===== config.mk =====
export PLATFORM = sky130hd
export DESIGN_NAME = alu_issue_arbiter
export DESIGN_NICKNAME = d
export VERILOG_FILES = /design/src/rtl/alu_pkg.sv /design/src/rtl/rr_arbiter.sv /design/src/rtl/alu_issue_arbiter.sv
export SDC_FILE = /design/constraint.sdc
export NUM_CORES = 1
export LEC_CHECK = 0
export ABC_AREA = 1
export CORE_AREA = 8 8 116 118
export DETAILED_ROUTE_END_ITERATION = 10
export DIE_AREA = 0 0 124 126
export DONT_BUFFER_PORTS = 1
export PLACE_DENSITY = 0.4
export SLEW_MARGIN = 20
export SYNTH_ARGS = -nofsm -noshare
export SYNTH_HDL_FRONTEND = slang
export SYNTH_HIERARCHICAL = 1
export SYNTH_SLANG_ARGS = --single-unit

===== constraint.sdc =====
create_clock -name clk -period 2.4 [get_ports clk]
set_input_delay 0.36 -clock clk [delete_from_list [all_inputs] [get_ports clk]]
set_output_delay 0.36 -clock clk [all_outputs]
set_load 0.02 [all_outputs]

===== src/rtl/alu_pkg.sv =====
// Shared ALU definitions: op encodings, command payload and op legality check.
package alu_pkg;

  localparam int unsigned ALU_OP_W = 10;
  localparam int unsigned DATA_W   = 32;

  localparam logic [ALU_OP_W-1:0] ALU_ADD  = 10'd1;
  localparam logic [ALU_OP_W-1:0] ALU_SUB  = 10'd2;
  localparam logic [ALU_OP_W-1:0] ALU_SLL  = 10'd3;
  localparam logic [ALU_OP_W-1:0] ALU_SLT  = 10'd5;
  localparam logic [ALU_OP_W-1:0] ALU_SLTU = 10'd6;
  localparam logic [ALU_OP_W-1:0] ALU_XOR  = 10'd7;
  localparam logic [ALU_OP_W-1:0] ALU_SRL  = 10'd8;
  localparam logic [ALU_OP_W-1:0] ALU_SRA  = 10'd9;
  localparam logic [ALU_OP_W-1:0] ALU_OR   = 10'd10;
  localparam logic [ALU_OP_W-1:0] ALU_AND  = 10'd11;

  typedef struct packed {
    logic [ALU_OP_W-1:0] op;
    logic [DATA_W-1:0]   rs1;
    logic [DATA_W-1:0]   rs2;
  } alu_cmd_t;

  function automatic logic alu_op_legal(input logic [ALU_OP_W-1:0] op);
    case (op)
      ALU_ADD, ALU_SUB, ALU_SLL, ALU_SLT, ALU_SLTU,
      ALU_XOR, ALU_SRL, ALU_SRA, ALU_OR, ALU_AND: alu_op_legal = 1'b1;
      default:                                    alu_op_legal = 1'b0;
    endcase
  endfunction

endpackage


===== src/rtl/rr_arbiter.sv =====
// Combinational round-robin picker: first set request at or after ptr, wrapping N-1 -> 0.
module rr_arbiter #(
  parameter int unsigned N  = 2,
  parameter int unsigned PW = (N > 1) ? $clog2(N) : 1
) (
  input  logic [N-1:0]  req,
  input  logic [PW-1:0] ptr,
  output logic [N-1:0]  gnt,
  output logic [PW-1:0] gnt_idx,
  output logic          any
);

  int unsigned idx;

  // Explicit wrap so non-power-of-two N never aliases through truncation.
  always_comb begin
    gnt     = '0;
    gnt_idx = '0;
    any     = 1'b0;
    idx     = 0;
    for (int unsigned k = 0; k < N; k++) begin
      idx = int'(ptr) + k;
      if (idx >= N) idx = idx - N;
      if (!any && req[PW'(idx)]) begin
        any              = 1'b1;
        gnt[PW'(idx)]    = 1'b1;
        gnt_idx          = PW'(idx);
      end
    end
  end

endmodule


===== src/rtl/alu_issue_arbiter.sv =====
// Shares one external combinational ALU among NREQ requesters with a one-deep,
// valid/ready result register carrying requester id and tag.
module alu_issue_arbiter
  import alu_pkg::*;
#(
  parameter int unsigned NREQ  = 2,
  parameter int unsigned TAG_W = 5
) (
  input  logic                      clk,
  input  logic                      rst_n,
  input  logic [NREQ-1:0]           req_valid,
  output logic [NREQ-1:0]           req_ready,
  input  logic [NREQ*ALU_OP_W-1:0]  req_op,
  input  logic [NREQ*DATA_W-1:0]    req_rs1,
  input  logic [NREQ*DATA_W-1:0]    req_rs2,
  input  logic [NREQ*TAG_W-1:0]     req_tag,
  output logic [ALU_OP_W-1:0]       alu_op,
  output logic [DATA_W-1:0]         alu_rs1,
  output logic [DATA_W-1:0]         alu_rs2,
  input  logic [DATA_W-1:0]         alu_rd,
  output logic                      res_valid,
  input  logic                      res_ready,
  output logic [DATA_W-1:0]         res_data,
  output logic [$clog2(NREQ)-1:0]   res_id,
  output logic [TAG_W-1:0]          res_tag,
  output logic                      res_err
);

  localparam int unsigned ID_W = $clog2(NREQ);

  alu_cmd_t         cmd     [NREQ];
  logic [TAG_W-1:0] tag_arr [NREQ];
  alu_cmd_t         sel;
  logic             sel_legal;
  logic             can_issue;
  logic [NREQ-1:0]  arb_req;
  logic [NREQ-1:0]  gnt;
  logic [ID_W-1:0]  gnt_idx;
  logic             gnt_any;
  logic [ID_W-1:0]  rr_ptr;

  always_comb begin
    for (int unsigned i = 0; i < NREQ; i++) begin
      cmd[i].op  = req_op[i*ALU_OP_W +: ALU_OP_W];
      cmd[i].rs1 = req_rs1[i*DATA_W +: DATA_W];
      cmd[i].rs2 = req_rs2[i*DATA_W +: DATA_W];
      tag_arr[i] = req_tag[i*TAG_W +: TAG_W];
    end
  end

  // Nothing is granted during reset or while a result is stuck in the register.
  assign can_issue = !res_valid || res_ready;
  assign arb_req   = (rst_n && can_issue) ? req_valid : '0;

  rr_arbiter #(.N(NREQ), .PW(ID_W)) u_arb (
    .req     (arb_req),
    .ptr     (rr_ptr),
    .gnt     (gnt),
    .gnt_idx (gnt_idx),
    .any     (gnt_any)
  );

  assign sel       = cmd[gnt_idx];
  assign sel_legal = alu_op_legal(sel.op);
  assign req_ready = gnt;

  // Illegal ops reach the ALU as op 0 so it never sees an undefined encoding.
  always_comb begin
    alu_op  = '0;
    alu_rs1 = '0;
    alu_rs2 = '0;
    if (gnt_any) begin
      alu_op  = sel_legal ? sel.op : '0;
      alu_rs1 = sel.rs1;
      alu_rs2 = sel.rs2;
    end
  end

  always_ff @(posedge clk) begin
    if (!rst_n) begin
      rr_ptr    <= '0;
      res_valid <= 1'b0;
      res_data  <= '0;
      res_id    <= '0;
      res_tag   <= '0;
      res_err   <= 1'b0;
    end else if (gnt_any) begin
      rr_ptr    <= (gnt_idx == ID_W'(NREQ - 1)) ? '0 : gnt_idx + ID_W'(1);
      res_valid <= 1'b1;
      res_data  <= sel_legal ? alu_rd : '0;
      res_id    <= gnt_idx;
      res_tag   <= tag_arr[gnt_idx];
      res_err   <= !sel_legal;
    end else if (res_ready) begin
      res_valid <= 1'b0;
    end
  end

endmodule


* After elaboration in Yosys (flattened, before gate mapping)
Memories as Yosys holds them, arrays and structs flattened. Cells that the tools add are included.
Word-level totals: word-level logic and storage cells 62, ROM bits 16, memories kept 1, bits in registers 41
Operators by class: bitwise logic cells 2, $lt $le $gt $ge 7, reduce and logical (&&, ||, !) cells 10, $add $sub $neg 4, multiplexer cells 32
Memory list:
- (no name shown) | words 16, width 1, rd ports 1, clocked after memory_dff 0, write ports 0, line alu_pkg.sv:25 | case (op)
Operator list (count):
- 74-bit 2-to-1 mux | 3
- 32-bit 2-to-1 mux | 3
- 10-bit 2-to-1 mux | 2
- 1-bit 2-to-1 mux | 16
- 5-bit 2-to-1 mux | 3
- 6-bit logical NOT | 1
- 2-bit 2-to-1 mux | 3
- 2-bit greater-or-equal comparator (second input constant) | 2
- 1-bit logical AND | 4
- 1-bit by 2-bit < comparator with 1-bit output (second input constant) | 2
- 1-bit logical NOT | 3
- 1-bit by 1-bit adder with 2-bit output (second input constant) | 1
- 1-bit demux with 1-bit select | 2
- 1-bit greater-or-equal comparator (second input constant) | 2
- 1-bit by 2-bit greater-or-equal comparator with 1-bit output (second input constant) | 1
- 1-bit NOT with 2-bit output | 1
- 2-bit OR | 1
- 2-bit nonzero test | 1
- 1-bit subtractor (second input constant) | 2
- 1-bit adder (second input constant) | 1
- 1-bit logical OR | 1

* Depth between registers and ports, before layout
Gate-level depths: netlist (run 1).
depth in word-level cells 18, mapped depth 16, depth with buffers taken out 14

* Modules after synthesis
Netlist (run 1), hierarchy kept.
Modules (own cells, without submodules):
- alu_issue_arbiter | area an instance 2780.2 um2, instances 1, seq. area each 820.8 um2, cells an instance 404
- rr_arbiter | area an instance 30.0 um2, instances 1, seq. area each 0.0 um2, cells an instance 7

* Least setup slack after synthesis (run 1)
OpenSTA, ideal clock, no wires.
path kind input-to-output, start point in rst_n, end point out alu_op[0], cell stages on the path 15, slack 0.042 ns, arrival time 1.998 ns, path buffers 3, path through buf_2 > nand2_1 > nor2_1 > inv_1 > a21oi_1 > buf_6 > inv_8 > buf_12 > nand2_1 > nand2_1 > nand3_2 > nand2_1 > nor2_1 > nand2_1 > nor2_1
On the way: cells in the longest elaborated chain, start to end 16, elaborated cells between the ends (all ways) 21, classes of those cells mux (15); bitwise (1); reduce/logical (4); memory (1)
RTL lines:
- start: declaration | line alu_issue_arbiter.sv:10 | input logic rst_n,
- 1-bit logical AND (*) | line alu_issue_arbiter.sv:53 | assign arb_req = (rst_n && can_issue) ? req_valid : '0;
- 2-bit 2-to-1 mux (*) | line alu_issue_arbiter.sv:53
- named net arb_req[1] | line alu_issue_arbiter.sv:36 | logic [NREQ-1:0] arb_req;
- 1-bit 2-to-1 mux (not written as such) (2 in a row) | line rr_arbiter.sv:24 | if (!any && req[PW'(idx)]) begin
- 1-bit 2-to-1 mux | line rr_arbiter.sv:24
- 1-bit logical NOT | line rr_arbiter.sv:24
- 1-bit logical AND | line rr_arbiter.sv:24
- 1-bit 2-to-1 mux (*) | line rr_arbiter.sv:24
- named net gnt_idx | line alu_issue_arbiter.sv:38 | logic [ID_W-1:0] gnt_idx;
- 1-bit NOT with 2-bit output (not written as such) (*) | line alu_issue_arbiter.sv:63 | assign sel = cmd[gnt_idx];
- 74-bit 2-to-1 mux (not written as such) (*) (3 in a row) | line alu_issue_arbiter.sv:63
- memory 16 x 1 bit / 6-bit logical NOT (equally long branches)
- 1-bit 2-to-1 mux | line alu_pkg.sv:25
- 10-bit 2-to-1 mux (*) | line alu_issue_arbiter.sv:73 | alu_op = sel_legal ? sel.op : '0;
- 10-bit 2-to-1 mux (*) | line alu_issue_arbiter.sv:72 | if (gnt_any) begin
- end: declaration | line alu_issue_arbiter.sv:17 | output logic [ALU_OP_W-1:0] alu_op,
Mark *: on every way through the listed nets, which the timed path passes. The rest lies on a longest branch. The select of a mux whose other input is x is not followed.

* Final worst setup path (run 1)
start point reg res_valid, end point out alu_op[2]
On the way: cells in the longest elaborated chain, start to end 18, elaborated cells between the ends (all ways) 23, classes of those cells mux (15); bitwise (1); reduce/logical (6); memory (1)
RTL lines:
- start: declaration | line alu_issue_arbiter.sv:21 | output logic res_valid,
- start signal: assignment | line alu_issue_arbiter.sv:82 | res_valid <= 1'b0;
- start signal: assignment | line alu_issue_arbiter.sv:89 | res_valid <= 1'b1;
- start signal: assignment | line alu_issue_arbiter.sv:95 | res_valid <= 1'b0;
- 1-bit logical NOT (*) | line alu_issue_arbiter.sv:52 | assign can_issue = !res_valid || res_ready;
- 1-bit logical OR (*) | line alu_issue_arbiter.sv:52
- 1-bit logical AND (*) | line alu_issue_arbiter.sv:53
- 2-bit 2-to-1 mux (*) | line alu_issue_arbiter.sv:53
- named net arb_req[0] | line alu_issue_arbiter.sv:36
- 1-bit 2-to-1 mux (not written as such) (2 in a row) | line rr_arbiter.sv:24
- 1-bit 2-to-1 mux | line rr_arbiter.sv:24
- 1-bit logical NOT | line rr_arbiter.sv:24
- 1-bit logical AND | line rr_arbiter.sv:24
- 1-bit 2-to-1 mux (*) | line rr_arbiter.sv:24
- named net gnt_idx | line alu_issue_arbiter.sv:38
- 1-bit NOT with 2-bit output (not written as such) (*) | line alu_issue_arbiter.sv:63
- 74-bit 2-to-1 mux (not written as such) (*) (3 in a row) | line alu_issue_arbiter.sv:63
- memory 16 x 1 bit / 6-bit logical NOT (equally long branches)
- 1-bit 2-to-1 mux | line alu_pkg.sv:25
- 10-bit 2-to-1 mux (*) | line alu_issue_arbiter.sv:73
- 10-bit 2-to-1 mux (*) | line alu_issue_arbiter.sv:72
Marks and branches as above.

==> summary.md, run 1 <==
| Metric | Value |
|---|---|
| Seq cells post-synth | `41` |
| FFs w/ async S/R, synth | `0` |
| PortBufs | `0` |
| Crit end category | `output pin` |
| Post-synth top area share | `0.292` |
| Hold/Removal Path Class | `input port to flop` |
| Max_cap viols | `0` |
| Leakage dissipation | `1.81 nW` |
| Seq/Total Area, Yosys | `0.292` |
| H-tree levels | `2` |
| Core area | `11700 sq um` |
| Total routed wirelength | `roughly 14000 um` |
| Worst-Margin Slew | `0.600 ns` |
| Remaining antenna violation count | `0` |
| Setup violators final | `5` |
| Period utilization | `1.01` |
| Placer Congestion | `~0.84` |
| Worst slew margin | `0.601` |
| Clock latency at the later pin of the worst-skew pair | `0.28 ns` |
| CP Class | `flop to output pin` |
| Layout Cells excl Fill | `564` |
| Routed WL per cell | `about 26 um` |
| Worst VDD drop | `272 uV` |
| Failing checks | `setup timing` |
| Row cnt | `40` |
| Die Wd | `124 um` |
| Final WS setup | `-0.0164 ns` |
| Initial antenna violation count | `0` |
| Gr usage total | `0.157` |
| DR iter-0 viols | `146` |
| CTS root buf | `clkbuf_16` |
| Ant diodes | `0` |
| Largest net degree at the start of global routing | `71` |
| # IOs | `311` |
| DP HPWL | `10500 um` |
| Starting Density | `0.240` |
| Number of vias per cell | `around 5.2` |
| P&R area growth vs syn | `40.7%` |
| Worst Path Max Fanout | `8` |
| Worst path required time | `2.04 ns` |
| CP Launch Type | `flop` |
| Synth area leader | `dfxtp_1` |
| Final instance area | `3950 sq um` |
| Synthesized area | `2810 sq um` |
| CTS tree | `done` |
| Top cells by count, synth | `nor2_1 (77), nand2_1 (71), a22o_1 (64), dfxtp_1 (41), o21ai_0 (36)` |
| DIE AREA | `15600 sq um` |
| Vias in the first global route | `between 2000 and 3000` |
| Worst EP arrival | `2.06 ns` |
| Clk_skew | `0.00179 ns` |
| TNS Setup | `-0.0712 ns` |
| Placed cell area | `approximately 3000 sq um` |
| Run status | `finished with violations` |
| Placed insts | `541` |
| RSZ-0062 raised after global routing | `true` |
| DRC Markers | `0` |
| Mapped Avg Cell Area | `6.84 sq um` |
| Grt ovf | `0` |
| Clk sinks | `41` |
| Fin. max-slew vios | `0` |
| Ys Warns | `6` |
| EDFF count, synth | `0` |
| Global-route wire length before repair | `18300 um` |
| Clk pin slew, worst setup/hold paths | `0.06 ns` |
| Via count | `2927` |
| Layout cell share with drive strength beyond 1 | `0.376` |
| Fin. Hold Viols | `0` |
| Netlist cell types | `22` |
| Post-Synthesis Cells | `411` |
| Clock Path Buffers | `2` |
| Max Fclk | `~410 MHz` |
| Final worst path period need | `2.42 ns` |
| Die Y | `between 100 and 150 um` |
| Largest cells by area after synthesis | `dfxtp_1 (29%), a22o_1 (20%), nor2_1 (10%), nand2_1 (9.5%), o21ai_0 (6.4%)` |
| Power Density | `between 500 and 600 nW/um^2` |
| Num CTS Buffers | `5` |
| Predominant post-synthesis flop cell | `dfxtp_1` |
| Drt pass-1 iters | `4` |
| Final #Nets | `611` |
| Most used standard cell by instance count after synthesis | `nor2_1` |
==> per-layer routing <==
layer | share of wire | global-route usage
met5 | 0 | 0
met4 | 0.028 | 0.0511
met3 | 0.11 | 0.0599
met2 | 0.53 | 0.288
met1 | 0.33 | 0.156
==> flip-flops by register name, summed over array words and instances, names as in the netlist <==
signal / flops
rr_ptr: 1
res_err: 1
res_valid: 1
res_data: 32
res_tag: 5
res_id: 1
==> layout make-up <==
| cell class | count | area, sq um |
|---|---|---|
| multi-input combinational | 300 | 2220 |
| inverter | 33 | 136 |
| tap | 147 | 184 |
| clock inverter | 1 | 30.0 |
| sequential | 41 | 822 |
| clock buffer | 7 | 143 |
| timing repair inverter | 1 | 8.76 |
| timing repair buffer | 34 | 410 |
| fill | 1247 | 7760 |
==> placed cells by master, fill, tap and decap left out, drive strengths merged, types with 6 or more instances in the layout <==
master | netlist | final
a21oi | 37 | 37
a22o | 64 | 64
buf | 35 | 32
clkbuf | 7 | 9
conb | 1 | 6
dfxtp | 41 | 41
inv | 33 | 34
nand2 | 71 | 71
nand3 | 8 | 8
nor2 | 78 | 78
o21ai | 36 | 36
==> power breakdown <==
part / switching, W / internal (W) / total (W)
Combinational: 0.000452 / 0.000291 / 0.000743
Sequential: 0.0000976 / 0.000732 / 0.000830
Clock: 0.000265 / 0.000520 / 0.000785
Total: 0.000814 / 0.00154 / 0.00236
==> path summary, 6_finish.rpt <==
path,cells after the start,end,slack (ns),start
setup / recovery,14,alu_op[2],-0.02,res_valid
hold / removal,2,res_tag[3],0.18,rst_n
setup reg to reg,12,res_data[16],0.15,res_valid
hold reg to reg,2,res_valid,0.51,res_valid
==> timing repair <==
item                                    in CTS  in global routing
gates resized for setup                     54                117
endpoints found under the hold margin        0                  0
gates cloned                                 3                  2
pin swaps                                   10                 14
setup buffers                                8                  2
hold buffers                                 0                  0
endpoints found under the setup margin      68                 71
==> through the flow <==
step	utilization	total power, W	hold WS, ns	setup WS (ns)
3_5_place_dp	0.253	0.00141	0.465	0.0194
6_report	0.338	0.00236	0.180	-0.0164
5_1_grt	0.338	0.00247	0.183	-0.133
4_1_cts	0.295	0.00228	0.171	-0.0945
3_3_place_gp	0.253	0.00141	0.461	0.100
2_1_floorplan	-	0.00132	0.485	0.0423
==> worst max-delay path, cell delays in order (launching register included) <==
cell	delay, ns
dfxtp_2	0.33
nand2_4	0.08
nand2_4	0.07
nor2_4	0.10
a21oi_2	0.07
buf_6	0.15
buf_4	0.15
nand2_1	0.06
o21ai_1	0.10
nor2_4	0.12
nand3_4	0.09
nor2_4	0.12
nand2_4	0.10
nor2_4	0.11
buf_6	0.12
==> cells by family (layout without fill, tap and decap cells) <==
| logic type | Yosys count | in the layout | synth area share |
|---|---|---|---|
| compound gates | 137 | 137 | 0.348 |
| buf+inv | 75 | 76 | 0.138 |
| flops | 41 | 41 | 0.292 |
| other cells | 1 | 6 | 0.00133 |
| simple gates | 157 | 157 | 0.220 |
(Power assumes the default switching activity.)
==> inputs of run 2 (changes only) <==
--- a/config.mk
+++ b/config.mk
@@ -7,11 +7,11 @@
 export LEC_CHECK = 0
 export ABC_AREA = 1
 export CORE_AREA = 8 8 116 118
+export CTS_BUF_LIST = sky130_fd_sc_hd__clkbuf_4 sky130_fd_sc_hd__clkbuf_8
 export DETAILED_ROUTE_END_ITERATION = 10
 export DIE_AREA = 0 0 124 126
 export DONT_BUFFER_PORTS = 1
 export PLACE_DENSITY = 0.4
-export SLEW_MARGIN = 20
 export SYNTH_ARGS = -nofsm -noshare
 export SYNTH_HDL_FRONTEND = slang
 export SYNTH_HIERARCHICAL = 1
==> run 2 against run 1 <==
Net effect: the run still ends with setup timing left; global-route usage is essentially flat; maximum frequency fell by 0.77%; setup slack got worse by 0.019 ns; total power down 6.3%; sequential share of layout area down 0.59 points; critical path depth unchanged; count of clock-buffer cells in the layout is the same; worst hold slack worse by 0.015 ns; core utilization rose by 0.99 points; sequential power hardly changed; critical path type unchanged; largest cell class unchanged; highest routed layer unchanged.
==> summary.md, run 2 (synthesis gave the netlist of run 1 again) <==
| Metric | Value |
|---|---|
| Run status | `finished with violations` |
| Failing checks | `setup timing` |
| P&R area growth vs syn | `44.8%` |
| DR iter-0 viols | `123` |
| Pint | `between 0.001 and 0.0015 W` |
| Drt pass-1 iters | `4` |
| Top reg by flops | `res_data` |
| Placer Congestion | `approximately 0.84` |
| Final worst path period need | `2.44 ns` |
| PortBufs | `0` |
| Clk sinks | `41` |
| CTS root buf | `clkbuf_8` |
| CP Launch Type | `flop` |
| Row cnt | `40` |
| Switching share of total power | `0.365` |
| Worst path required time | `2.04 ns` |
| Ant diodes | `0` |
| Switching power | `0.000807 W` |
| Largest register FFs | `32` |
| Worst VDD drop | `259 uV` |
| Most frequent cells in the layout | `nor2_1 (67), a22o_4 (61), nand2_1 (51), dfxtp_1 (40), o21ai_0 (35)` |
| Top layer in use | `met4` |
| Period utilization | `1.01` |
| Crit end category | `output pin` |
| Layout cell share with drive strength beyond 1 | `0.385` |
| CP peak stage delay | `between 0.3 and 0.4 ns` |
| Worst slew margin | `0.612` |
| Max_cap viols | `0` |
| Critical path's top delay family | `simple AND/OR/NAND/NOR gates` |
| Gr usage total | `0.157` |
| Number of vias per cell | `5.17` |
| Overall power | `about 0.0022 W` |
| Die Y | `126 um` |
| Final #Nets | `615` |
| Clk pin slew, worst setup/hold paths | `0.08 ns` |
| Fin. max-slew vios | `0` |
| Worst-Margin Slew | `0.581 ns` |
| Global-route wire length before repair | `18300 um` |
| Hold/Removal Path Class | `input port to flop` |
| Initial antenna violation count | `0` |
| Worst EP arrival | `~2.1 ns` |
| Core area | `11700 sq um` |
| Remaining antenna violation count | `0` |
| Largest net degree at the start of global routing | `71` |
| Most common cell after layout, fill and taps aside | `nor2_1` |
| Die Wd | `124 um` |
| Grt ovf | `0` |
| Detail Route met3 WL | `1610 um` |
| Worst Path Max Fanout | `8` |
| RSZ-0062 raised after global routing | `true` |
| Final WS setup | `-0.0352 ns` |
| Slowest stage cell, crit path | `dfxtp_2` |
| DRC Markers | `0` |
| Setup violators final | `7` |
| Metal2 WL | `7740 um` |
| DRT met1 WL | `between 5000 and 6000 um` |
| Pre-CTS WS | `0.0194 ns` |
| H-tree levels | `2` |
| Fin. Hold Viols | `0` |
| Via count | `~2900` |
| Max Fclk | `411 MHz` |
| Comb power frac | `0.355` |
| CP bufs+invs | `3` |
| CTS tree | `done` |
| # IOs | `311` |
| Clock Path Buffers | `2` |
| CP most frequent cell | `nor2_4` |
| DIE AREA | `15600 sq um` |
| Total routed wirelength | `between 10000 and 15000 um` |
| Power Density | `543 nW/um^2` |
| Routed WL per cell | `roughly 26 um` |
| Starting Density | `0.240` |
| DP HPWL | `10500 um` |
| Num CTS Buffers | `5` |
| Reg power frac | `0.375` |
| Worst-path cell chain | `nand2_4 > nand2_4 > nor2_4 > a21oi_2 > buf_6 > buf_4 > nand2_1 > o21ai_1 > nor2_4 > nand3_4 > nor2_4 > nand2_4 > nor2_4 > buf_6` |
| Vias in the first global route | `2851` |
| Leakage dissipation | `roughly 1.9 nW` |
| Number of fill cells | `1228` |
| Clock latency at the later pin of the worst-skew pair | `0.29 ns` |
| CP Class | `flop to output pin` |
| Clock network power share | `0.270` |
| Largest regs | `res_data (32), res_tag (5)` |
| Clk_skew | `0.00581 ns` |
run 2: power by group through the flow:
stage	clock network, W	registers, W	logic, W
after floorplan	0	0.000829	0.000486
after global placement	0	0.000847	0.000559
after detailed placement	0	0.000846	0.000564
after CTS	0.000622	0.000831	0.000643
after global routing	0.000643	0.000835	0.000848
final	0.000596	0.000828	0.000785
run 2: timing repair:
item,in CTS,in global routing
endpoints found under the setup margin,68,71
buffers inserted,8,3
gates cloned,3,5
pin swaps,10,14
gates resized for setup,81,103
hold buffers,0,0
run 2: area by class of cell:
type / count / area [sq um] / share of cell area
well taps: 147 / 184 / 0.0452
multi-input cells: 300 / 2320 / 0.569
clock inverters: 1 / 30.0 / 0.00738
inverters: 33 / 139 / 0.0341
repair inverters: 1 / 8.76 / 0.00215
repair buffers: 38 / 479 / 0.118
clock buffers: 7 / 90.1 / 0.0221
flip-flops and latches: 41 / 822 / 0.202
run 2: stage by stage:
step           area (sq um)  setup TNS [ns]  cells   util  hold WS (ns)
3_3_place_gp           2960               0    541  0.253         0.461
2_1_floorplan          2830               0    416      -         0.485
5_1_grt                4070           -4.73    568  0.347         0.159
4_1_cts                3440          -0.645    560  0.294         0.153
3_5_place_dp           2960               0    541  0.253         0.465
6_report               4070          -0.162    568  0.347         0.165
run 2: worst paths after layout:
path             start            to  slack [ns]  cells after the start
max          res_valid     alu_op[2]       -0.04                     14
min              rst_n    res_tag[3]        0.17                      2
max reg2reg  res_valid  res_data[16]        0.14                     12
min reg2reg  res_valid     res_valid        0.51                      2
run 2: routing by layer:
metal	track usage	vias to the layer above
li1	-	1391
met1	0.154	1361
met2	0.285	167
met3	0.0666	20
met4	0.0553	0
met5	0	-
